File: src/rtl/abm_ring_sequencer.sv
// Walks the ABM->PCIe block mover across a host ring of equally sized slots,
// one transfer per frame, gated by host-returned buffer credits.
module abm_ring_sequencer #(
  parameter int AW = 64,
  parameter int CW = 32,
  parameter int IW = 16
) (
  input  logic          clk,
  input  logic          reset,
  input  logic          enable,
  input  logic [AW-1:0] ring_base,
  input  logic [31:0]   ring_stride,
  input  logic [IW-1:0] ring_count,
  input  logic          frame_ready,
  input  logic          buf_release,
  output logic          mover_start,
  output logic [AW-1:0] mover_dst_addr,
  input  logic          mover_idle,
  output logic          busy,
  output logic [IW-1:0] slot_index,
  output logic [IW-1:0] free_bufs,
  output logic [CW-1:0] frames_sent,
  output logic [CW-1:0] frames_dropped
);

  localparam logic [2:0] S_IDLE       = 3'd0;
  localparam logic [2:0] S_ARM        = 3'd1;
  localparam logic [2:0] S_WAIT_FRAME = 3'd2;
  localparam logic [2:0] S_LAUNCH     = 3'd3;
  localparam logic [2:0] S_WAIT_BUSY  = 3'd4;
  localparam logic [2:0] S_WAIT_IDLE  = 3'd5;

  logic [2:0]    state_reg, state_next;
  logic          enable_d_reg;
  logic          pending_reg;
  logic [AW-1:0] base_reg;
  logic [31:0]   stride_reg;
  logic [IW-1:0] count_reg;
  logic [AW-1:0] offset_reg;
  logic [AW-1:0] addr_reg;
  logic [IW-1:0] slot_reg;
  logic [IW-1:0] free_reg;
  logic [CW-1:0] sent_reg;
  logic [CW-1:0] dropped_reg;

  logic launching, completing, ring_live, slot_wrap, enable_rise;

  assign launching   = (state_reg == S_LAUNCH);
  assign completing  = (state_reg == S_WAIT_IDLE) && mover_idle;
  assign ring_live   = (state_reg != S_IDLE) && (state_reg != S_ARM);
  assign slot_wrap   = (slot_reg == count_reg - IW'(1));
  assign enable_rise = enable && !enable_d_reg;

  always_comb begin
    state_next = state_reg;
    case (state_reg)
      S_IDLE:
        if (enable_rise && (ring_base != '0) && (ring_count != '0)) state_next = S_ARM;
      S_ARM:
        state_next = S_WAIT_FRAME;
      // Run control wins over a waiting frame: a disabled ring never starts new work.
      S_WAIT_FRAME:
        if (!enable)                                state_next = S_IDLE;
        else if (pending_reg && (free_reg != '0))   state_next = S_LAUNCH;
      S_LAUNCH:
        state_next = S_WAIT_BUSY;
      S_WAIT_BUSY:
        if (!mover_idle) state_next = S_WAIT_IDLE;
      S_WAIT_IDLE:
        if (mover_idle) state_next = enable ? S_WAIT_FRAME : S_IDLE;
      default:
        state_next = S_IDLE;
    endcase
  end

  always_ff @(posedge clk) begin
    if (reset) begin
      state_reg    <= S_IDLE;
      enable_d_reg <= 1'b0;
      pending_reg  <= 1'b0;
      base_reg     <= '0;
      stride_reg   <= '0;
      count_reg    <= '0;
      offset_reg   <= '0;
      addr_reg     <= '0;
      slot_reg     <= '0;
      free_reg     <= '0;
      sent_reg     <= '0;
      dropped_reg  <= '0;
    end else begin
      state_reg    <= state_next;
      enable_d_reg <= enable;

      // A frame arriving on the launch cycle refills the slot being vacated.
      if (!ring_live || (state_next == S_IDLE)) pending_reg <= 1'b0;
      else if (frame_ready)                    pending_reg <= 1'b1;
      else if (launching)                      pending_reg <= 1'b0;

      if (ring_live && frame_ready && pending_reg && !launching)
        dropped_reg <= dropped_reg + CW'(1);

      if (state_reg == S_ARM) begin
        base_reg   <= ring_base;
        stride_reg <= ring_stride;
        count_reg  <= ring_count;
        free_reg   <= ring_count;
        slot_reg   <= '0;
        offset_reg <= '0;
      end else begin
        if (launching && !buf_release)
          free_reg <= free_reg - IW'(1);
        else if (!launching && buf_release && (free_reg < count_reg))
          free_reg <= free_reg + IW'(1);

        if (completing) begin
          sent_reg <= sent_reg + CW'(1);
          if (slot_wrap) begin
            slot_reg   <= '0;
            offset_reg <= '0;
          end else begin
            slot_reg   <= slot_reg + IW'(1);
            offset_reg <= offset_reg + AW'(stride_reg);
          end
        end
      end

      if (state_next == S_LAUNCH) addr_reg <= base_reg + offset_reg;
    end
  end

  assign mover_start    = launching;
  assign mover_dst_addr = addr_reg;
  assign busy           = (state_reg != S_IDLE);
  assign slot_index     = slot_reg;
  assign free_bufs      = free_reg;
  assign frames_sent    = sent_reg;
  assign frames_dropped = dropped_reg;

endmodule

File: config.mk
export PLATFORM = sky130hd
export DESIGN_NAME = abm_ring_sequencer
export DESIGN_NICKNAME = d
export VERILOG_FILES = /design/src/rtl/abm_ring_sequencer.sv
export SDC_FILE = /design/constraint.sdc
export NUM_CORES = 1
export LEC_CHECK = 0
export CAP_MARGIN = 40
export CORE_MARGIN = 2
export CORE_UTILIZATION = 40
export DETAILED_ROUTE_END_ITERATION = 6
export PLACE_DENSITY = 0.67
export SLEW_MARGIN = 25
export SYNTH_ARGS = -nofsm -noshare
export SYNTH_HDL_FRONTEND = slang
export SYNTH_SLANG_ARGS = --single-unit
File: constraint.sdc
create_clock -name clk -period 5.1 [get_ports clk]
set_input_delay 1.53 -clock clk [delete_from_list [all_inputs] [get_ports clk]]
set_output_delay 1.53 -clock clk [all_outputs]
set_load 0.01 [all_outputs]
==> results of run 1 <==
## worst min path at each step
stage / to / cells past startpoint / slack (ps) / start
2_1_floorplan: base_reg[0] / 2 / 440 / base_reg[0]
3_3_place_gp: mover_dst_addr[28] / 2 / 440 / mover_dst_addr[28]
3_5_place_dp: mover_dst_addr[25] / 2 / 440 / mover_dst_addr[25]
4_1_cts: mover_dst_addr[4] / 2 / 450 / mover_dst_addr[4]
5_1_grt: mover_dst_addr[4] / 2 / 470 / mover_dst_addr[4]
6_report: mover_dst_addr[4] / 2 / 450 / mover_dst_addr[4]
## cell families after synthesis
group / after synthesis / share of synthesized area
compound gates: 637 / 0.194
xor+xnor: 197 / 0.0864
fa+ha+maj: 131 / 0.0832
buf+inv: 191 / 0.0371
flops: 341 / 0.342
mux: 17 / 0.00933
simple gates: 1077 / 0.248
## stage by stage
stage               hold WS [ps]   util  worst slack, ps
floorplan                    441      -              740
global placement             437  0.477             -145
detailed placement           444  0.478              247
CTS                          453  0.505              834
global route                 470  0.505              661
finish                       450  0.506              844
## worst reg2reg max path, delay by kind of cell, from the launching register on
kind	cells	cell delay, ps
AO/OA/AOI/OAI	7	2160
adder cells (fa/ha/maj)	2	580
flip-flops	1	380
AND/OR/NAND/NOR	2	320
buffers and inverters	2	260
XOR/XNOR	1	160
## layout by cell type (no fill, tap or decap), types with 51 or more instances in the layout
cell	count
o21ai_0	86
nand3_1	80
nand2_1	449
inv_1	69
xor2_1	98
xnor2_1	99
clkdlybuf4s50_1	278
ha_1	128
a21oi_1	331
nand4_1	51
nor2_1	238
dfxtp_1	341
## power by group through the flow
| stage | clock network (W) | logic (W) | registers [W] |
|---|---|---|---|
| after floorplan | 0 | 0.000476 | 0.00285 |
| after global placement | 0 | 0.000773 | 0.00288 |
| after detailed placement | 0 | 0.000795 | 0.00288 |
| after CTS | 0.00299 | 0.000801 | 0.00282 |
| after global routing | 0.00308 | 0.000892 | 0.00283 |
| final | 0.00293 | 0.000810 | 0.00282 |
## Yosys cell counts, drive strengths merged, types with 10 or more instances
cell type  instances  area, um^2
a211oi            25         188
or3               31         194
a31oi             16         100
nor2b             25         156
a21o              49         368
clkbuf           109         410
nand2b            15        93.8
nand4             51         319
nand2            450        1690
nor2             244         928
xnor2             99         867
nor4              40         256
a22o              14         123
nor3              49         262
xor2              98         858
a21oi            331        1660
mux2i             10         100
buf               13        72.6
inv               69         259
o21ai             94         489
nand3             80         400
dfxtp            341        6830
o21bai            19         143
and2              11        68.8
o21a              15         113
ha               128        1600
and3              42         263
o211ai            10        75.1
## area by class of cell
cell class                      instances  area (um^2)
Fill cell                            4764        24300
Inverter                               69          259
Multi-Input combinational cell       2059        12400
Timing Repair Buffer                  319         3190
Tap cell                              664          831
Clock inverter                         14          190
Antenna cell                            1         2.50
Clock buffer                           52         1120
Sequential cell                       341         6830
## layer usage
layer,vias up,GRT usage,part of all wire
met4,0,0.0856,0.034
met1,9274,0.331,0.46
met3,114,0.0435,0.062
li1,9568,-,-
met5,-,0,0
met2,599,0.400,0.45
==> impl_metrics.yaml, run 1 <==
outcome:
  status: "finished clean"
place:
  port_buffers: 279
  detailed_place_hpwl_um: 49700
  gpl.final_weighted_congestion: 0.950
  placement.cell_area_um2: 23500
  dp.cells: 3451
global_routing:
  grt_max_degree: 92
  grt_first_pass_wirelength_um: 101000
  grt.total_usage: 0.247
  grt_antenna_before_repair: 1
  grt.overflow.total: 0
  number_of_global_route_vias_before_repair: 18700
logic_synthesis:
  yosysWarningCount: 0
  post_synth.cell_area_avg_um2: 7.71
  postSynthCellCount: 2591
  ys_async_rst_share: 0
  synth-edff-count: 0
  post_synth_instance_area_um2: 20000
  ys_seq_elements: 341
  postSynth.topFlopCell: "dfxtp_1"
  post_synth_num_cell_types: 80
  yosysSeqAreaShare: 0.342
  synth_fp_nets: 2840
power_and_ir_drop:
  p_comb_frac: 0.123
  worst_ir_drop_vdd_v: 0.000206
  p_leak_nw: 9.58
  total_switching_power_w: 0.00173
  internal_power_w: 0.00483
  switching_share: 0.264
  sequentialPowerShare: 0.430
  clock_power_share: 0.446
  p_total_w: 0.00656
  pwr_density_cell_nw_per_um2: 264
sta:
  min_period_over_period: 0.835
  finalWorstPathRequiredPeriod_ps: 4260
  rsz0062_at_grt: "false"
  timing.final.max_slew_violations: 0
  finClkSkew_ps: 17.5
  finalSetupTns_ps: 0
  finalHoldViolations: 0
  finalSetupViolCount: 0
  slew_headroom: 0.464
  achievable-frequency_mhz: 235
  worst_slew_pin_slew_ps: 792
clock_network:
  cts_max_path_buffers: 3
  cts_tree: "done"
  post_cts_resized: 0
  tritoncts.num_buffers: 41
  hold_buffers: 0
  numClockSinks: 341
  post-cts-setup-buffer-count: 0
  clk_pin_slew_ps: 60
  insertion_delay_ps: 560
  cts_max_level: 2
  cts_root_buffer: "clkbuf_16"
floorplan:
  dieHeight_um: 227
  io-pin-count: 280
  die_w_um: 227
  floorplan.core_area_um2: 49200
  rows: 81
  floorplan.initialDensity: 0.406
  floorplan.die_area_um2: 51800
worst_setup_path:
  cpMaxStageDelayCell: "clkdlybuf4s50_1"
  worst_path_dominant_cell_family: "simple AND/OR/NAND/NOR gates"
  critical_path.startpoint_type: "primary input"
  critPathMostFrequentCell: "nor4_1"
  timing.critical_path.from: "ring_base[9]"
  depth_of_the_most_critical_reg_to_reg_path: 14
  cp_num_buf_inv: 4
  critPathCapture: "mover_dst_addr[41]"
  r2r_setup_slack_ps: 1130
  cp_data_required_time_ps: 5560
  worst_ep_arrival_time_ps: 4710
  crit_path_end_kind: "flop"
  reg2reg_from: "offset_reg[0]"
  worst_path_cell_trace: "clkdlybuf4s50_1 -> nor4_1 -> clkdlybuf4s15_2 -> nand4_1 -> nor4_1 -> nor4_1 -> o21ai_0 -> a22oi_1 -> buf_4 -> nand2_2 -> buf_12 -> nor2_1 -> a32o_1"
  crit_type: "in2reg"
  reg2reg_to: "mover_dst_addr[62]"
  max_stage_delay_ps: 510
  cp_max_fo: 26
  critical_path_cell_count: 13
finish:
  area.growth.synth_to_final_pct: 24.4
  final_area_um2: 24800
  layout-drive-gt1-share: 0.0494
  final_cells: 3519
  num-nets-final: 3080
routing:
  drt_pre_antenna_iters: 6
  route.detailed.wl_per_inst_um: 18.6
  drtIter0Drc: 1421
  viasPerCell: 5.56
  drc: 0
  postRouteAntennaNets: 0
  number_of_vias_after_detailed_routing: 19600
  wirelength_um: 65400
hold_path:
  worst_hold_class: "reg2reg"
run:
  number_of_maximum_capacitance_constraint_violations: 0
No activity file was read; power rests on OpenSTA's default activity.
==> inputs of run 2 (changes only) <==
PLACE_DENSITY = 0.7   (was 0.67)
clock period = 3.9 ns   (was 5.1 ns; I/O delays follow)
==> run 2 against run 1 <==
  * Total power increased by 32%
  * Wire length increased by 1.0%
  * Register-to-register slack got worse by 860 ps
  * Global-route usage increased by 0.085 points
  * Die area unchanged
  * Worst hold slack got worse by 0.57 ps
  * Clock power increased by 32%
  * First-iteration DRC count increased by 1.5%
  * Count of clock-buffer cells in the layout increased by 8
  * Critical endpoint is now mover_dst_addr[5]
  * Largest cell class unchanged
==> impl_metrics.yaml, run 2 (synthesized netlist as in run 1, its figures left out) <==
routing:
  drt_pre_antenna_iters: 7
  viasPerCell: 5.51
  postRouteAntennaNets: 0
  drc: 0
  route.detailed.wl_per_inst_um: 18.5
  wirelength_um: 66100
  number_of_vias_after_detailed_routing: 19700
  drtIter0Drc: 1443
worst_setup_path:
  crit_type: "in2reg"
  worst_path_cell_trace: "clkdlybuf4s50_1 -> nor4_2 -> nand4_1 -> nor4_2 -> nor4_1 -> o21ai_0 -> a22oi_1 -> and2_2 -> buf_4 -> a31oi_1 -> nor2_1"
  cpMaxStageDelayCell: "nor4_2"
  critPathMostFrequentCell: "nor4_2"
  timing.critical_path.from: "ring_base[9]"
  crit_path_end_kind: "flop"
  depth_of_the_most_critical_reg_to_reg_path: 15
  critical_path.startpoint_type: "primary input"
  reg2reg_to: "mover_dst_addr[54]"
  cp_data_required_time_ps: 4330
  reg2reg_from: "offset_reg[0]"
  cp_max_fo: 10
  max_stage_delay_ps: 550
  worst_ep_arrival_time_ps: 4200
  r2r_setup_slack_ps: 270
hold_path:
  hold_end: "mover_dst_addr[49]"
  holdPathStages: 2
  hold_path.startpoint: "mover_dst_addr[49]"
  worst_hold_class: "reg2reg"
global_routing:
  grt.overflow.total: 0
  grt.total_usage: 0.248
  number_of_global_route_vias_before_repair: 18800
  grt_antenna_before_repair: 2
  grt_max_degree: 123
  grt_first_pass_wirelength_um: 101000
run:
  number_of_maximum_capacitance_constraint_violations: 0
place:
  gpl.final_weighted_congestion: 0.929
  port_buffers: 279
  detailed_place_hpwl_um: 50400
finish:
  final-seq-area_um2: 6830
  postLayoutCoreUtil: 0.515
  num-nets-final: 3133
  area.growth.synth_to_final_pct: 26.7
  nFillCells: 4688
  multi_input_area_um2: 12500
  final_cell_mix: "nand2_1 (449), dfxtp_1 (341), a21oi_1 (331), clkdlybuf4s50_1 (278), nor2_1 (237)"
  mostFrequentLayoutCell: "nand2_1"
  layout-drive-gt1-share: 0.0696
sta:
  finalWorstPathRequiredPeriod_ps: 3770
  rsz0062_at_grt: "false"
  min_period_over_period: 0.966
  slew_headroom: 0.457
  finalSetupViolCount: 0
  finalSetupTns_ps: 0
  achievable-frequency_mhz: 265
  worst_slew_pin_slew_ps: 814
  timing.final.max_slew_violations: 0
  finalHoldViolations: 0
  finClkSkew_ps: 22.0
  timing.hold.ws_ps: 449
floorplan:
  io-pin-count: 280
  floorplan.initialDensity: 0.406
  die_w_um: 227
  floorplan.core_area_um2: 49200
  rows: 81
  dieHeight_um: 227
  floorplan.die_area_um2: 51800
clock_network:
  cts_max_path_buffers: 3
  numClockSinks: 341
  post-cts-setup-buffer-count: 0
  cts_max_level: 2
  insertion_delay_ps: 580
  cts_root_buffer: "clkbuf_16"
  clk_pin_slew_ps: 60
  tritoncts.num_buffers: 40
  cts_tree: "done"
power_and_ir_drop:
  worst_ir_drop_vdd_v: 0.000224
  pwr_density_cell_nw_per_um2: 342
  p_leak_nw: 9.86
outcome:
  status: "finished clean"
## run 2: worst max path at each step
| stage | to | slack, ps | depth (start not counted) |
|---|---|---|---|
| finish | mover_dst_addr[5] | 130 | 11 |
| global route | mover_dst_addr[23] | 20 | 10 |
| CTS | mover_dst_addr[1] | 90 | 10 |
| detailed placement | mover_dst_addr[57] | -940 | 11 |
| global placement | mover_dst_addr[57] | -920 | 11 |
| floorplan | free_bufs[12] | 160 | 13 |
## run 2: per-layer routing
metal,part of all wire,global-route usage,vias to the layer above
li1,-,-,9689
met2,0.46,0.413,592
met5,0.00015,0,-
met3,0.059,0.0381,122
met4,0.034,0.0932,2
met1,0.45,0.324,9326
## run 2: critical path, delay by kind of cell
family	cells	cell delay, ps
compound gates	3	460
buf+inv	2	760
simple gates	6	1780
## run 2: area by class of cell
class / count / share of cell area
multi-input combinational: 2059 / 0.492
sequential: 341 / 0.270
timing repair buffer: 373 / 0.141
clock buffer: 60 / 0.0465
tap: 664 / 0.0328
inverter: 69 / 0.0102
clock inverter: 14 / 0.00717
antenna: 1 / 0.0000989
## run 2: report_power, final
| group | internal [W] | switching (W) | total, W |
|---|---|---|---|
| Combinational | 0.000478 | 0.000609 | 0.00109 |
| Clock | 0.00230 | 0.00158 | 0.00388 |
| Sequential | 0.00357 | 0.000115 | 0.00369 |
## run 2: stage by stage
step / worst slack, ps / instance area [um^2] / power (W) / cells
6_report: 132 / 25300 / 0.00865 / 3581
5_1_grt: 17.0 / 25300 / 0.00898 / 3580
4_1_cts: 88.9 / 25300 / 0.00874 / 3580
3_5_place_dp: -936 / 23900 / 0.00483 / 3506
3_3_place_gp: -920 / 23900 / 0.00481 / 3505
2_1_floorplan: 165 / 20000 / 0.00435 / 2591
## run 2: timing repair
action,CTS,global route
hold buffers,0,0
setup endpoints to repair,64,0
gates resized for setup,4,0
